<file path="src/rtl/spi_req_arbiter.sv">
// Round-robin arbiter that shares one spi_master byte engine between NUM_REQ requesters.
// Latches the winning request, holds a start level, waits for done, then acks with read data.
module spi_req_arbiter #(
    parameter int unsigned NUM_REQ     = 4,
    parameter int unsigned START_HOLD  = 4,
    parameter int unsigned TIMEOUT_CYC = 65535
) (
    input  logic                 clock,
    input  logic                 reset,
    input  logic [NUM_REQ-1:0]   req_valid,
    input  logic [NUM_REQ-1:0]   req_rw,
    input  logic [8*NUM_REQ-1:0] req_addr,
    input  logic [8*NUM_REQ-1:0] req_wdata,
    output logic [NUM_REQ-1:0]   req_ack,
    output logic [7:0]           rsp_rdata,
    output logic                 rsp_err,
    output logic                 busy,
    output logic                 m_start_wr,
    output logic                 m_start_re,
    output logic [7:0]           m_addr,
    output logic [7:0]           m_wdata,
    input  logic [7:0]           m_rdata,
    input  logic                 m_done
);

    localparam int unsigned IW = (NUM_REQ > 1) ? $clog2(NUM_REQ) : 1;
    localparam int unsigned HW = $clog2(START_HOLD + 1);

    typedef enum logic [2:0] {
        IDLE,
        LAUNCH,
        WAIT_CLR,
        WAIT_DONE,
        RESP
    } state_t;

    state_t        state;
    state_t        state_nxt;
    logic [IW-1:0] ptr;
    logic [IW-1:0] grant;
    logic [IW-1:0] pick;
    logic          pick_ok;
    logic          rw;
    logic [HW-1:0] hold_cnt;
    logic [15:0]   to_cnt;
    logic          hold_last;
    logic          to_hit;

    function automatic logic [IW-1:0] wrap_idx(input logic [IW-1:0] base, input int unsigned off);
        int unsigned s;
        s = 32'(base) + off;
        return IW'(s % NUM_REQ);
    endfunction

    // Circular search starting just after the last winner.
    always_comb begin
        pick    = '0;
        pick_ok = 1'b0;
        for (int unsigned k = 1; k <= NUM_REQ; k++) begin
            if (!pick_ok && req_valid[wrap_idx(ptr, k)]) begin
                pick    = wrap_idx(ptr, k);
                pick_ok = 1'b1;
            end
        end
    end

    assign hold_last = (hold_cnt == HW'(START_HOLD - 1));
    assign to_hit    = (to_cnt == 16'(TIMEOUT_CYC - 1));

    always_ff @(posedge clock or posedge reset) begin
        if (reset) state <= IDLE;
        else       state <= state_nxt;
    end

    always_comb begin
        state_nxt  = state;
        m_start_wr = 1'b0;
        m_start_re = 1'b0;
        req_ack    = '0;
        busy       = (state != IDLE);
        case (state)
            IDLE: begin
                if (pick_ok) state_nxt = LAUNCH;
            end
            LAUNCH: begin
                m_start_wr = rw;
                m_start_re = !rw;
                if (hold_last) state_nxt = WAIT_CLR;
            end
            WAIT_CLR: begin
                if (to_hit)       state_nxt = RESP;
                else if (!m_done) state_nxt = WAIT_DONE;
            end
            WAIT_DONE: begin
                if (m_done || to_hit) state_nxt = RESP;
            end
            RESP: begin
                req_ack[grant] = 1'b1;
                state_nxt      = IDLE;
            end
            default: state_nxt = IDLE;
        endcase
    end

    // The response registers double as the capture register, so they
    // change only on the edge that enters RESP and hold until the next one.
    always_ff @(posedge clock or posedge reset) begin
        if (reset) begin
            ptr       <= IW'(NUM_REQ - 1);
            grant     <= '0;
            rw        <= 1'b0;
            m_addr    <= '0;
            m_wdata   <= '0;
            hold_cnt  <= '0;
            to_cnt    <= '0;
            rsp_rdata <= '0;
            rsp_err   <= 1'b0;
        end else begin
            case (state)
                IDLE: begin
                    hold_cnt <= '0;
                    to_cnt   <= '0;
                    if (pick_ok) begin
                        grant   <= pick;
                        rw      <= req_rw[pick];
                        m_addr  <= req_addr[32'(pick)*8 +: 8];
                        m_wdata <= req_rw[pick] ? req_wdata[32'(pick)*8 +: 8] : 8'h00;
                    end
                end
                LAUNCH: begin
                    hold_cnt <= hold_cnt + 1'b1;
                end
                WAIT_CLR, WAIT_DONE: begin
                    to_cnt <= to_cnt + 16'd1;
                    if (state == WAIT_DONE && m_done) begin
                        rsp_rdata <= m_rdata;
                        rsp_err   <= 1'b0;
                    end else if (to_hit) begin
                        rsp_rdata <= '0;
                        rsp_err   <= 1'b1;
                    end
                end
                RESP: begin
                    ptr <= grant;
                end
                default: ;
            endcase
        end
    end

endmodule
</file>
<file path="config.mk">
export PLATFORM = sky130hd
export DESIGN_NAME = spi_req_arbiter
export DESIGN_NICKNAME = d
export VERILOG_FILES = /design/src/rtl/spi_req_arbiter.sv
export SDC_FILE = /design/constraint.sdc
export NUM_CORES = 1
export LEC_CHECK = 0
export BUFFER_PORTS_ARGS = -buffer_cell sky130_fd_sc_hd__buf_4
export CAP_MARGIN = 0
export CORE_ASPECT_RATIO = 1.1
export CORE_MARGIN = 2
export CORE_UTILIZATION = 52
export DETAILED_ROUTE_END_ITERATION = 16
export PLACE_DENSITY = 0.89
export REMOVE_ABC_BUFFERS = 1
export SYNTH_ARGS = -nofsm -noshare
export SYNTH_HDL_FRONTEND = slang
export SYNTH_SLANG_ARGS = --single-unit
</file>
<file path="constraint.sdc">
create_clock -name clock -period 4.2 [get_ports clock]
set_input_delay 0.84 -clock clock [delete_from_list [all_inputs] [get_ports clock]]
set_output_delay 0.84 -clock clock [all_outputs]
set_load 0.005 [all_outputs]
</file>
# --- Word-level counts from Yosys, hierarchy flattened ---
# Cells that the tools add are included.
op_classes:
  n_addsub: 6
  shift: 2
  n_mux: 36
  n_lt_le_gt_ge: 7
  n_eq_ne: 10
  n_reduce_logical: 19
ops:
  columns: ["operator", "count"]
  rows:
  - ["$shiftx 32x6->8", 2]
  - ["$pmux 16 s2", 1]
  - ["$mux 8", 3]
  - ["$lt 2x3->1 const B", 6]
  - ["$add 16x1->16 const B", 1]
  - ["$eq 16x16->1 const B", 1]
  - ["$mux 3", 5]
  - ["$mux 1", 14]
  - ["$pmux 3 s4", 1]
  - ["$bmux 1 s2", 5]
  - ["$eq 3x2->1 const B", 3]
  - ["$mux 2", 4]
  - ["$ne 2x2->1 const B", 3]
  - ["$pmux 3 s2", 1]
  - ["$reduce_bool 2->1", 3]
  - ["$logic_and 1x1->1", 5]
  - ["$add 2x1->2 const B", 2]
  - ["$add 2x2->2 const B", 2]
  - ["$logic_not 1->1", 4]
  - ["$mux 4", 1]
  - ["$reduce_and 2->1", 2]
  - ["$reduce_and 4->1", 1]
  - ["$add 3x1->3 const B", 1]
  - ["$eq 3x1->1 const B", 1]
  - ["other kinds (8)", 8]
totals:
  reg_bits: 52
  out_inout_bits: 32

# --- Depth between registers and ports, before layout ---
logic_depth:
  ltp_word: 16
  mapped_depth: 8

# --- Worst setup path before layout ---
# Ideal clock, no wire load.
synth_path:
  path_type: "input to register"
  start: "in req_valid[0]"
  end: "reg m_wdata[0]"
  t_arrival_ns: 2.195
  setup_time_ns: 0.121
  path_slack_ns: 1.884
  path_buffers: 1
  stages: 6
  cell_sequence: "a21oi_2 a31oi_2 a21oi_4 buf_6 mux4_2 a22o_1"
synth_between:
  elab_chain_cells: 15
  word_cells_on_any_way: 27
  cone_classes: "shift (1); mux (19); reduce/logical (7)"
synth_rtl:
  columns: ["element", "line_no", "rtl"]
  rows:
  - ["start, declared", "10", "input logic [NUM_REQ-1:0] req_valid,"]
  - ["parallel branches: the longest is 15 deep, another holds $bmux 1 s2", null, null]
  - ["end signal, assigned", "127", "m_wdata <= req_rw[pick] ? req_wdata[32'(pick)*8 +: 8] : 8'h00;"]
  - ["end, declared", "21", "output logic [7:0] m_wdata,"]
# Parallel ways; which one is timed is not known. The select of a mux whose other input is x is not followed.
# A chain may end at the register's enable or synchronous reset.

# --- Worst setup path in the final report ---
layout_path:
  start: "in req_valid[0]"
  end: "reg m_wdata[4]"
# Same word-level chain as after synthesis.

==> metrics.txt <==
outcome=finished clean; CTS tree=done; share of cells above drive strength 1=0.398; I/O pin total=115; Final Max Tran Viols=0; Hold Path End=to_cnt[9]$_DFFE_PP0P_; final setup fails=0; DRC viols=0; global-route wire length before repair=11200 µm; Max Fclk=397 MHz; Starting DRT DRC Count=80; worst min path class=reg -> reg; total wire length=7110 µm; area grow syn2layout=35.2%; placed cell count=439; LEAKAGE=1.88 nW; CTS root buf=clkbuf_8; Data required, critical path=4.38 ns; Cells after Synth=258; core region area=5330 µm²; yosys warns=0; Pre-antenna DRT Iters=4; RSZ-0062 raised after global routing=false; drt wl/cell=15.9 µm; Antenna Nets Post-Route=0; syn avg cell area=11.0 µm²; clk_lat worst skew=0.30 ns; sum of negative setup slack=0 ns; Worst Path Arrival=2.70 ns; WS Path Type=in -> reg; post-cts resize count=0; Placement Rows=28; gr ovfl total=0; Placer Congestion=0.821; Hold Worst Slack=0.489 ns; Final WS setup=1.68 ns; Slew @ Worst Pin=1.06 ns; Rel. slew slack=0.291; hold_buf cts=0; Nets=458; Tot GR Track Use=0.241; htree depth=2; HP Start=to_cnt[9]$_DFFE_PP0P_; Primary FF master, synth=dfrtp_1; Clock transition at path regs=0.09 ns; pin count of the biggest net entering global routing=53; Final Hold Viols=0; Tmin final=2.52 ns; Crit Path Max Fanout=19; synthesized flop and latch total=52; Distinct cells, synth=46; sequential share of the synthesized area=0.458; most common cell after layout, fill and taps aside=buf_4; Chip Width=74.5 µm; CTS Sinks=52; Die Y=81.6 µm; DR vias=2441; die area=6080 µm²; worst slack, placed=1.34 ns; overall power=1.99 mW; Setup crit start kind=primary input; DP HPWL=5660 µm; Pwr per Cell Area=516 nW/µm²; Max Clock Skew=0.00768 ns; ant diodes=0; postcts setup bufs=0; vias in the first global route=2505; Starting Density=0.535; VDD IR max=0.000294 V; PortBufs=114; CP Capture Type=register; R2R cell count=4; RR Endpoint=m_wdata[4]$_DFFE_PP0P_; r2r startpoint=ptr[1]$_DFFE_PP1P_; Post-synth EDFFs=0; mapped cell area=2850 µm²; commonest cells after routing, fill and taps aside=buf_4 (116), dfrtp_1 (50), nand2_1 (32); clock buffer depth=2; routed vias/inst=5.46; reg-to-reg setup timing slack=1.81 ns; Num CTS Buffers=5; asr flop ratio synth=1.00; Final Non-Filler Cells=447; Tcrit/Tclk final=0.599; WHS Path Cells=1; initial antenna violation count=0; max cap viols=0
==> critical path, stage by stage <==
cell and delay (ns):
buf_4 0.13, a21oi_2 0.14, a31oi_2 0.06, a21oi_4 0.63, mux4_1 0.66, a22o_1 0.22
==> per-layer routing <==
layer / wire, µm / vias up / track usage
li1: - / 1177 / -
met1: 2640 / 1170 / 0.269
met2: 3880 / 82 / 0.435
met3: 429 / 12 / 0.0761
met4: 162 / 0 / 0.0714
met5: 0 / - / 0
==> how the worst max path moves through the flow <==
stage,start,endpoint,slack (ns)
2_1_floorplan,req_valid[0],m_wdata[3]$_DFFE_PP0P_,1.53
3_3_place_gp,req_valid[0],m_wdata[7]$_DFFE_PP0P_,1.43
3_5_place_dp,req_valid[0],m_wdata[4]$_DFFE_PP0P_,1.34
4_1_cts,req_valid[0],m_wdata[4]$_DFFE_PP0P_,1.67
5_1_grt,req_valid[0],m_wdata[4]$_DFFE_PP0P_,1.60
6_report,req_valid[0],m_wdata[4]$_DFFE_PP0P_,1.68
==> area by class of cell <==
cell class	count	area [µm²]
fill	407	1480
clock inverter	1	7.51
tap	75	93.8
multi-input combinational	189	1460
inverter	7	26.3
sequential	52	1300
timing repair buffer	116	871
clock buffer	7	86.3
==> report_power, final <==
part / total (mW) / leakage, nW / internal, mW / switching (mW)
clock: 0.294 / 0.0445 / 0.134 / 0.160
sequential: 0.802 / 0.658 / 0.666 / 0.136
combinational: 0.892 / 1.18 / 0.486 / 0.405
==> state kept, by name, summed over array words and instances (netlist names) <==
register	count
to_cnt	16
m_addr	8
m_wdata	8
rsp_rdata	8
hold_cnt	3
state	3
grant	2
ptr	2
rsp_err	1
rw	1
==> kinds of logic after synthesis <==
| kind of cell | share of synthesized area |
|---|---|
| adders and majority gates | 0.0176 |
| xor gates and xnor gates | 0.00308 |
| buffers and inverters | 0.0290 |
| AOI/OAI and AO/OA | 0.155 |
| and+or+nand+nor | 0.147 |
| muxes | 0.190 |
| DFF | 0.458 |
==> Yosys cell counts, types with 2 or more instances <==
cell type	count	area, µm²
o211ai_1	2	15.0
buf_6	2	22.5
nand2b_1	4	25.0
nand4_1	4	25.0
mux4_1	5	131
nand3_1	11	55.1
dfstp_2	2	52.6
buf_2	3	15.0
nor2b_1	2	12.5
mux4_2	3	67.6
a22o_1	16	140
mux2i_1	24	240
clkbuf_1	5	18.8
mux2_2	9	101
a21oi_2	2	17.5
nor3_1	2	10.0
nor2_1	15	56.3
o21ai_0	19	95.1
nand2_1	32	120
inv_1	6	22.5
o31ai_1	3	22.5
o21ai_1	4	20.0
a31oi_1	2	12.5
or2_1	2	12.5
ha_1	4	50.1
and3_1	2	12.5
and2_1	2	12.5
dfrtp_1	50	1250
nand3b_1	3	22.5
a21oi_1	2	10.0
==> per-stage QoR <==
step	utilization	cell area [µm²]
floorplan	-	2790
global placement	0.705	3750
detailed placement	0.705	3750
CTS	0.723	3850
global route	0.723	3850
finish	0.723	3850
No activity file was read; power rests on OpenSTA's default activity.
